### src/rtl/flash_read_ctrl.sv
// flash_read_ctrl: Wishbone-programmable read sequencer for the 8x8 flash array.
// Firmware sets the phase timings and starts a read. The block drives sen1, sen2 and
// out_en through PRECHARGE -> SENSE -> CAPTURE, then captures the synchronized sensed byte.

module flash_read_ctrl #(
    parameter logic [31:0] BASE_ADDR  = 32'h3000_0000,
    parameter logic [7:0]  RST_TPRE   = 8'd4,
    parameter logic [7:0]  RST_TSENSE = 8'd8,
    parameter logic [7:0]  RST_TCAP   = 8'd4
) (
    input  logic        wb_clk_i,
    input  logic        wb_rst_i,
    input  logic        wbs_stb_i,
    input  logic        wbs_cyc_i,
    input  logic        wbs_we_i,
    input  logic [3:0]  wbs_sel_i,
    input  logic [31:0] wbs_adr_i,
    input  logic [31:0] wbs_dat_i,
    output logic        wbs_ack_o,
    output logic [31:0] wbs_dat_o,
    input  logic [7:0]  sense_data,
    output logic        sen1,
    output logic        sen2,
    output logic [3:0]  out_en,
    output logic        irq
);

    localparam logic [3:0] OffCtrl   = 4'h0;
    localparam logic [3:0] OffTiming = 4'h4;
    localparam logic [3:0] OffData   = 4'h8;
    localparam logic [3:0] OffStatus = 4'hC;

    typedef enum logic [1:0] {
        StIdle,
        StPre,
        StSense,
        StCap
    } state_e;

    // A programmed length of 0 still occupies one cycle.
    function automatic logic [7:0] eff_len(input logic [7:0] t);
        return (t == 8'd0) ? 8'd1 : t;
    endfunction

    // ------------------------------------------------------------------
    // Wishbone decode
    // ------------------------------------------------------------------
    logic        ack_q;
    logic [31:0] dat_q;
    logic        win_hit;
    logic        req;
    logic        wr_req;
    logic [3:0]  offset;
    logic        wr_ctrl;
    logic        wr_timing;
    logic        wr_status;
    logic [31:0] rdata;

    assign win_hit   = (wbs_adr_i[31:4] == BASE_ADDR[31:4]);
    // A new request is only taken while ack is low, so back-to-back requests
    // are acknowledged every other cycle.
    assign req       = wbs_stb_i & wbs_cyc_i & win_hit & ~ack_q;
    assign wr_req    = req & wbs_we_i;
    assign offset    = wbs_adr_i[3:0];
    assign wr_ctrl   = wr_req && (offset == OffCtrl) && wbs_sel_i[0];
    assign wr_timing = wr_req && (offset == OffTiming);
    assign wr_status = wr_req && (offset == OffStatus) && wbs_sel_i[0];

    // ------------------------------------------------------------------
    // Register state
    // ------------------------------------------------------------------
    logic       start_q;
    logic       abort_q;
    logic       irq_en_q;
    logic [3:0] oen_mask_q;
    logic [7:0] t_pre_q;
    logic [7:0] t_sense_q;
    logic [7:0] t_cap_q;
    logic [7:0] data_q;
    logic       done_q;
    logic       done_d;
    logic [7:0] sync1_q;
    logic [7:0] sync2_q;

    state_e     state_q;
    state_e     state_d;
    logic [7:0] cnt_q;
    logic [7:0] cnt_d;
    logic [7:0] lat_sense_q;
    logic [7:0] lat_cap_q;
    logic [3:0] lat_oen_q;
    logic       latch;
    logic       capture;
    logic       busy;

    assign busy = (state_q != StIdle);

    // Read data mux; unmapped offsets read as zero.
    always_comb begin
        rdata = 32'h0;
        unique case (offset)
            OffCtrl:   rdata = {24'h0, oen_mask_q, 1'b0, irq_en_q, 2'b00};
            OffTiming: rdata = {8'h0, t_cap_q, t_sense_q, t_pre_q};
            OffData:   rdata = {24'h0, data_q};
            OffStatus: rdata = {30'h0, done_q, busy};
            default:   rdata = 32'h0;
        endcase
    end

    // Wishbone handshake: ack and read data one cycle after the request.
    always_ff @(posedge wb_clk_i) begin
        if (wb_rst_i) begin
            ack_q <= 1'b0;
            dat_q <= 32'h0;
        end else begin
            ack_q <= req;
            dat_q <= (req && !wbs_we_i) ? rdata : 32'h0;
        end
    end

    assign wbs_ack_o = ack_q;
    assign wbs_dat_o = dat_q;

    // CTRL register: start/abort are single-cycle pulses, the rest is stored.
    always_ff @(posedge wb_clk_i) begin
        if (wb_rst_i) begin
            start_q    <= 1'b0;
            abort_q    <= 1'b0;
            irq_en_q   <= 1'b0;
            oen_mask_q <= 4'h0;
        end else begin
            start_q <= wr_ctrl & wbs_dat_i[0];
            abort_q <= wr_ctrl & wbs_dat_i[1];
            if (wr_ctrl) begin
                irq_en_q   <= wbs_dat_i[2];
                oen_mask_q <= wbs_dat_i[7:4];
            end
        end
    end

    // TIMING register with per-byte write enables.
    always_ff @(posedge wb_clk_i) begin
        if (wb_rst_i) begin
            t_pre_q   <= RST_TPRE;
            t_sense_q <= RST_TSENSE;
            t_cap_q   <= RST_TCAP;
        end else if (wr_timing) begin
            if (wbs_sel_i[0]) t_pre_q   <= wbs_dat_i[7:0];
            if (wbs_sel_i[1]) t_sense_q <= wbs_dat_i[15:8];
            if (wbs_sel_i[2]) t_cap_q   <= wbs_dat_i[23:16];
        end
    end

    // Two-flop synchronizer for the asynchronous array output.
    always_ff @(posedge wb_clk_i) begin
        if (wb_rst_i) begin
            sync1_q <= 8'h0;
            sync2_q <= 8'h0;
        end else begin
            sync1_q <= sense_data;
            sync2_q <= sync1_q;
        end
    end

    // done: set by capture, cleared by W1C; set wins on collision.
    always_comb begin
        done_d = done_q;
        if (wr_status && wbs_dat_i[1]) done_d = 1'b0;
        if (capture) done_d = 1'b1;
    end

    // Captured byte and sticky done flag.
    always_ff @(posedge wb_clk_i) begin
        if (wb_rst_i) begin
            data_q <= 8'h0;
            done_q <= 1'b0;
        end else begin
            done_q <= done_d;
            if (capture) data_q <= sync2_q;
        end
    end

    assign irq = done_q & irq_en_q;

    // ------------------------------------------------------------------
    // Read sequencer
    // ------------------------------------------------------------------

    // Next-state, phase counter and sense-control outputs.
    always_comb begin
        state_d = state_q;
        cnt_d   = cnt_q;
        latch   = 1'b0;
        capture = 1'b0;
        sen1    = 1'b0;
        sen2    = 1'b0;
        out_en  = 4'h0;
        unique case (state_q)
            StIdle: begin
                if (start_q && !abort_q) begin
                    state_d = StPre;
                    cnt_d   = eff_len(t_pre_q);
                    latch   = 1'b1;
                end
            end
            StPre: begin
                sen1 = 1'b1;
                if (cnt_q <= 8'd1) begin
                    state_d = StSense;
                    cnt_d   = eff_len(lat_sense_q);
                end else begin
                    cnt_d = cnt_q - 8'd1;
                end
            end
            StSense: begin
                sen1 = 1'b1;
                sen2 = 1'b1;
                if (cnt_q <= 8'd1) begin
                    state_d = StCap;
                    cnt_d   = eff_len(lat_cap_q);
                end else begin
                    cnt_d = cnt_q - 8'd1;
                end
            end
            StCap: begin
                sen1   = 1'b1;
                sen2   = 1'b1;
                out_en = lat_oen_q;
                if (cnt_q <= 8'd1) begin
                    state_d = StIdle;
                    cnt_d   = 8'd0;
                    capture = 1'b1;
                end else begin
                    cnt_d = cnt_q - 8'd1;
                end
            end
            default: begin
                state_d = StIdle;
                cnt_d   = 8'd0;
            end
        endcase
        // Abort overrides everything, including a capture on the final cycle.
        if (abort_q) begin
            state_d = StIdle;
            cnt_d   = 8'd0;
            latch   = 1'b0;
            capture = 1'b0;
        end
    end

    // Sequencer state, phase counter and the settings frozen at start.
    always_ff @(posedge wb_clk_i) begin
        if (wb_rst_i) begin
            state_q     <= StIdle;
            cnt_q       <= 8'd0;
            lat_sense_q <= 8'd0;
            lat_cap_q   <= 8'd0;
            lat_oen_q   <= 4'h0;
        end else begin
            state_q <= state_d;
            cnt_q   <= cnt_d;
            if (latch) begin
                lat_sense_q <= t_sense_q;
                lat_cap_q   <= t_cap_q;
                lat_oen_q   <= oen_mask_q;
            end
        end
    end

    // Bus bits with no register behind them.
    logic unused_bits;
    assign unused_bits = ^{wbs_dat_i[31:24], wbs_sel_i[3], wbs_dat_i[3]};

endmodule

### config.mk
export PLATFORM = sky130hd
export DESIGN_NAME = flash_read_ctrl
export DESIGN_NICKNAME = d
export VERILOG_FILES = /design/src/rtl/flash_read_ctrl.sv
export SDC_FILE = /design/constraint.sdc
export NUM_CORES = 1
export LEC_CHECK = 0
export CORE_MARGIN = 2
export CORE_UTILIZATION = 48
export CTS_CLUSTER_SIZE = 30
export DETAILED_ROUTE_END_ITERATION = 12
export PLACE_DENSITY = 0.9
export SYNTH_ARGS = -nofsm -noshare
export SYNTH_HDL_FRONTEND = slang
export SYNTH_SLANG_ARGS = --single-unit
### constraint.sdc
create_clock -name wb_clk_i -period 3.02 [get_ports wb_clk_i]
set_clock_uncertainty 0.15 [all_clocks]
set_input_delay 0.755 -clock wb_clk_i [delete_from_list [all_inputs] [get_ports wb_clk_i]]
set_output_delay 0.755 -clock wb_clk_i [all_outputs]
set_load 0.005 [all_outputs]
==> out/qor.tcl <==
set qor(run_status) {finished clean}
set qor(clock_latency_ns) 0.36
set qor(final.period_utilization) 0.955
set qor(dr_vias) 3779
set qor(drc_errors) 0
set qor(postCtsSetupRepairBufs) 0
set qor(nNetsFinal) 665
set qor(diode_count) 0
set qor(final.setup.tns_ns) 0
set qor(routed_wl_um) 10700
set qor(grt_pass1_vias) 3752
set qor(grt_antenna_before_repair) 0
set qor(grt_remaining_overflow) 0
set qor(grt_use_total) 0.223
set qor(synth_common_cells) {sky130_fd_sc_hd__dfxtp_1, sky130_fd_sc_hd__nor2_1, sky130_fd_sc_hd__nand2_1}
set qor(crit_type) {reg2out}
set qor(fp.dieArea_um2) 10000
set qor(period_needed_ns) 2.88
set qor(share_of_final_layout_standard_cells_stronger_than_drive_strength_1) 0.0790
set qor(vdd_ir_drop_max_v) 0.000410
set qor(synth_cell_types) 47
set qor(cpMaxStageDelayCell) {sky130_fd_sc_hd__clkdlybuf4s50_1}
set qor(post_drt_wl_per_cell_um) 15.4
set qor(critPathLaunchType) {flop}
set qor(cts_root_buf) {sky130_fd_sc_hd__clkbuf_8}
set qor(drtAntennaViolNets) 0
set qor(hold_violations) 0
set qor(design.core.area_um2) 9110
set qor(yosys_register_bits) 111
set qor(cp_cell_sequence) {inv_1, ha_1, or2_2, clkdlybuf4s50_1}
set qor(count_of_tritonroute_iterations_in_the_first_routing_pass) 4
set qor(drt-initial-drc-count) 202
set qor(ios) 121
set qor(synth.most_common_cell) {sky130_fd_sc_hd__dfxtp_1}
set qor(grt_start_max_net_pins) 83
set qor(post_cts_hold_buffer_count) 0
set qor(global_route.usage.met2) 0.401
set qor(dieHeight_um) 100
set qor(synth_top_flop_cell) {sky130_fd_sc_hd__dfxtp_1}
set qor(met3_usage) 0.0439
set qor(gp_routability_congestion) 0.858
set qor(htree_num_levels) 3
set qor(maxSlewViolCount) 0
set qor(floorplan_row_count) 35
set qor(ys_seq_area_frac) 0.501
set qor(clock-sinks) 111
set qor(cts_buffers) 9
set qor(clock_tree.buffer_depth) 2
set qor(timing.critical_path.to_type) {output pin}
set qor(setup-violations-final) 0
set qor(synth_top_area_cell) {sky130_fd_sc_hd__dfxtp_1}
set qor(hp-class) {reg2reg}
set qor(post_synth.cell_area_avg_um2) 9.35
set qor(gr-usage-met1) 0.270
set qor(initial_utilization) 0.487
set qor(netlist_area_um2) 4430
set qor(cts_repair_resize_count) 0
set qor(synth_enable_flop_cells) 0
set qor(biggest_cell_delay_along_the_critical_path_ns) 0.46
set qor(grt_first_pass_wirelength_um) 17800
set qor(p_total_w) 0.00356
set qor(clkSlewWorstSetupHoldPaths_ns) 0.11
set qor(total_leakage_power_nw) 2.14
set qor(cts_tree) {built}
set qor(area_delta_synth_final_pct) 30.6
set qor(io_buffers) 103
set qor(yosys_warnings) 0
set qor(synthCells) 474
set qor(yosys-top-cells-area) {sky130_fd_sc_hd__dfxtp_1, sky130_fd_sc_hd__mux2i_1, sky130_fd_sc_hd__nor2_1}
set qor(critical_path_data_required_time_ns) 2.11
set qor(worst-path-max-fanout) 11
set qor(dp_hpwl_um) 7800
set qor(critical_path_arrival_ns) 1.98
set qor(maxCapViolCount) 0
set qor(die-width_um) 100
set qor(viasPerCell) 5.45
set qor(filler_cell_count) 732
set qor(worst_pin_slew_ns) 0.985
set qor(achievable-frequency_ghz) 0.347
set qor(power.density_nw_per_um2) 615
set qor(grt_setup_unrepaired) {false}
set qor(maxSlewHeadroom) 0.339
set qor(synthDominantCellAreaShare) 0.501
set qor(async_flop_share) 0
set qor(grt_most_used_layer) {met2}
-- logic make-up after synthesis --
family	after synthesis	synth area share
compound gates	69	0.0968
flops	111	0.501
buf+inv	39	0.0418
fa+ha+maj	7	0.0198
xor+xnor	6	0.0119
mux	42	0.0951
other cells	1	0.000846
simple gates	199	0.232
-- registers in the layout, indices dropped and copies added (netlist names), 2 cells and up --
name / cells
lat_oen_q: 4
cnt_q: 8
t_sense_q: 8
lat_cap_q: 8
state_q: 2
sync2_q: 8
oen_mask_q: 4
t_cap_q: 8
wbs_dat_o: 24
data_q: 8
sync1_q: 8
lat_sense_q: 8
t_pre_q: 8
-- cell type report --
cell class	count	area, um^2	share of cell area
Multi-Input combinational cell	331	2060	0.355
Inverter	7	26.3	0.00454
Clock buffer	9	124	0.0214
Clock inverter	7	63.8	0.0110
Tap cell	111	139	0.0240
Timing Repair Buffer	117	1160	0.200
Sequential cell	111	2220	0.384
-- per-stage QoR --
stage / setup slack, ns / utilization / hold WS, ns / std cells / instance area [um^2]
3_3_place_gp: 0.101 / 0.615 / 0.267 / 677 / 5600
6_report: 0.136 / 0.635 / 0.297 / 693 / 5790
5_1_grt: 0.0376 / 0.635 / 0.310 / 693 / 5790
4_1_cts: 0.132 / 0.635 / 0.298 / 693 / 5790
2_1_floorplan: 0.376 / - / 0.264 / 481 / 4460
3_5_place_dp: 0.0495 / 0.615 / 0.272 / 677 / 5600
-- cells in the final DEF (no fill, tap or decap), types with 5 or more instances in the layout --
cell / instances
sky130_fd_sc_hd__dfxtp_1: 111
sky130_fd_sc_hd__clkdlybuf4s50_1: 102
sky130_fd_sc_hd__nor2_1: 61
sky130_fd_sc_hd__nand2_1: 52
sky130_fd_sc_hd__mux2i_1: 41
sky130_fd_sc_hd__a21oi_1: 32
sky130_fd_sc_hd__and2_1: 21
sky130_fd_sc_hd__nor2b_1: 18
sky130_fd_sc_hd__buf_4: 12
sky130_fd_sc_hd__nor4_1: 10
sky130_fd_sc_hd__o21ai_0: 9
sky130_fd_sc_hd__clkbuf_8: 9
sky130_fd_sc_hd__conb_1: 8
sky130_fd_sc_hd__inv_1: 7
sky130_fd_sc_hd__ha_1: 7
sky130_fd_sc_hd__nand4_1: 6
sky130_fd_sc_hd__a22oi_1: 6
sky130_fd_sc_hd__a31oi_1: 5
-- routing by layer --
metal | up-vias | part of all wire
met5 | - | 0
met4 | 0 | 0.018
met3 | 17 | 0.056
met2 | 140 | 0.52
met1 | 1807 | 0.41
li1 | 1815 | -
-- worst max-delay path: cells and delay by family (launching register included) --
kind / cells / cell delay [ns]
AND/OR/NAND/NOR: 1 / 0.35
buffers and inverters: 2 / 0.56
adder cells (fa/ha/maj): 1 / 0.33
flip-flops: 1 / 0.39
-- path summary, 6_finish.rpt --
path                            slack [ns]                    start                       to  cells past startpoint
worst max register to register        0.55    cnt_q[2]$_SDFFE_PP0P_  state_q[0]$_SDFFE_PP0P_                      5
worst min-delay path                  0.30    sync1_q[4]$_SDFF_PP0_    sync2_q[4]$_SDFF_PP0_                      1
worst min register to register        0.30    sync1_q[4]$_SDFF_PP0_    sync2_q[4]$_SDFF_PP0_                      1
worst max-delay path                  0.14  state_q[0]$_SDFFE_PP0P_                     sen2                      4
-- power by group --
group | switching [W] | internal (W) | leakage [nW]
Sequential | 0.0000670 | 0.00152 | 0.898
Clock | 0.000527 | 0.000319 | 0.0952
Combinational | 0.000612 | 0.000513 | 1.14
No activity file was read; power rests on OpenSTA's default activity.
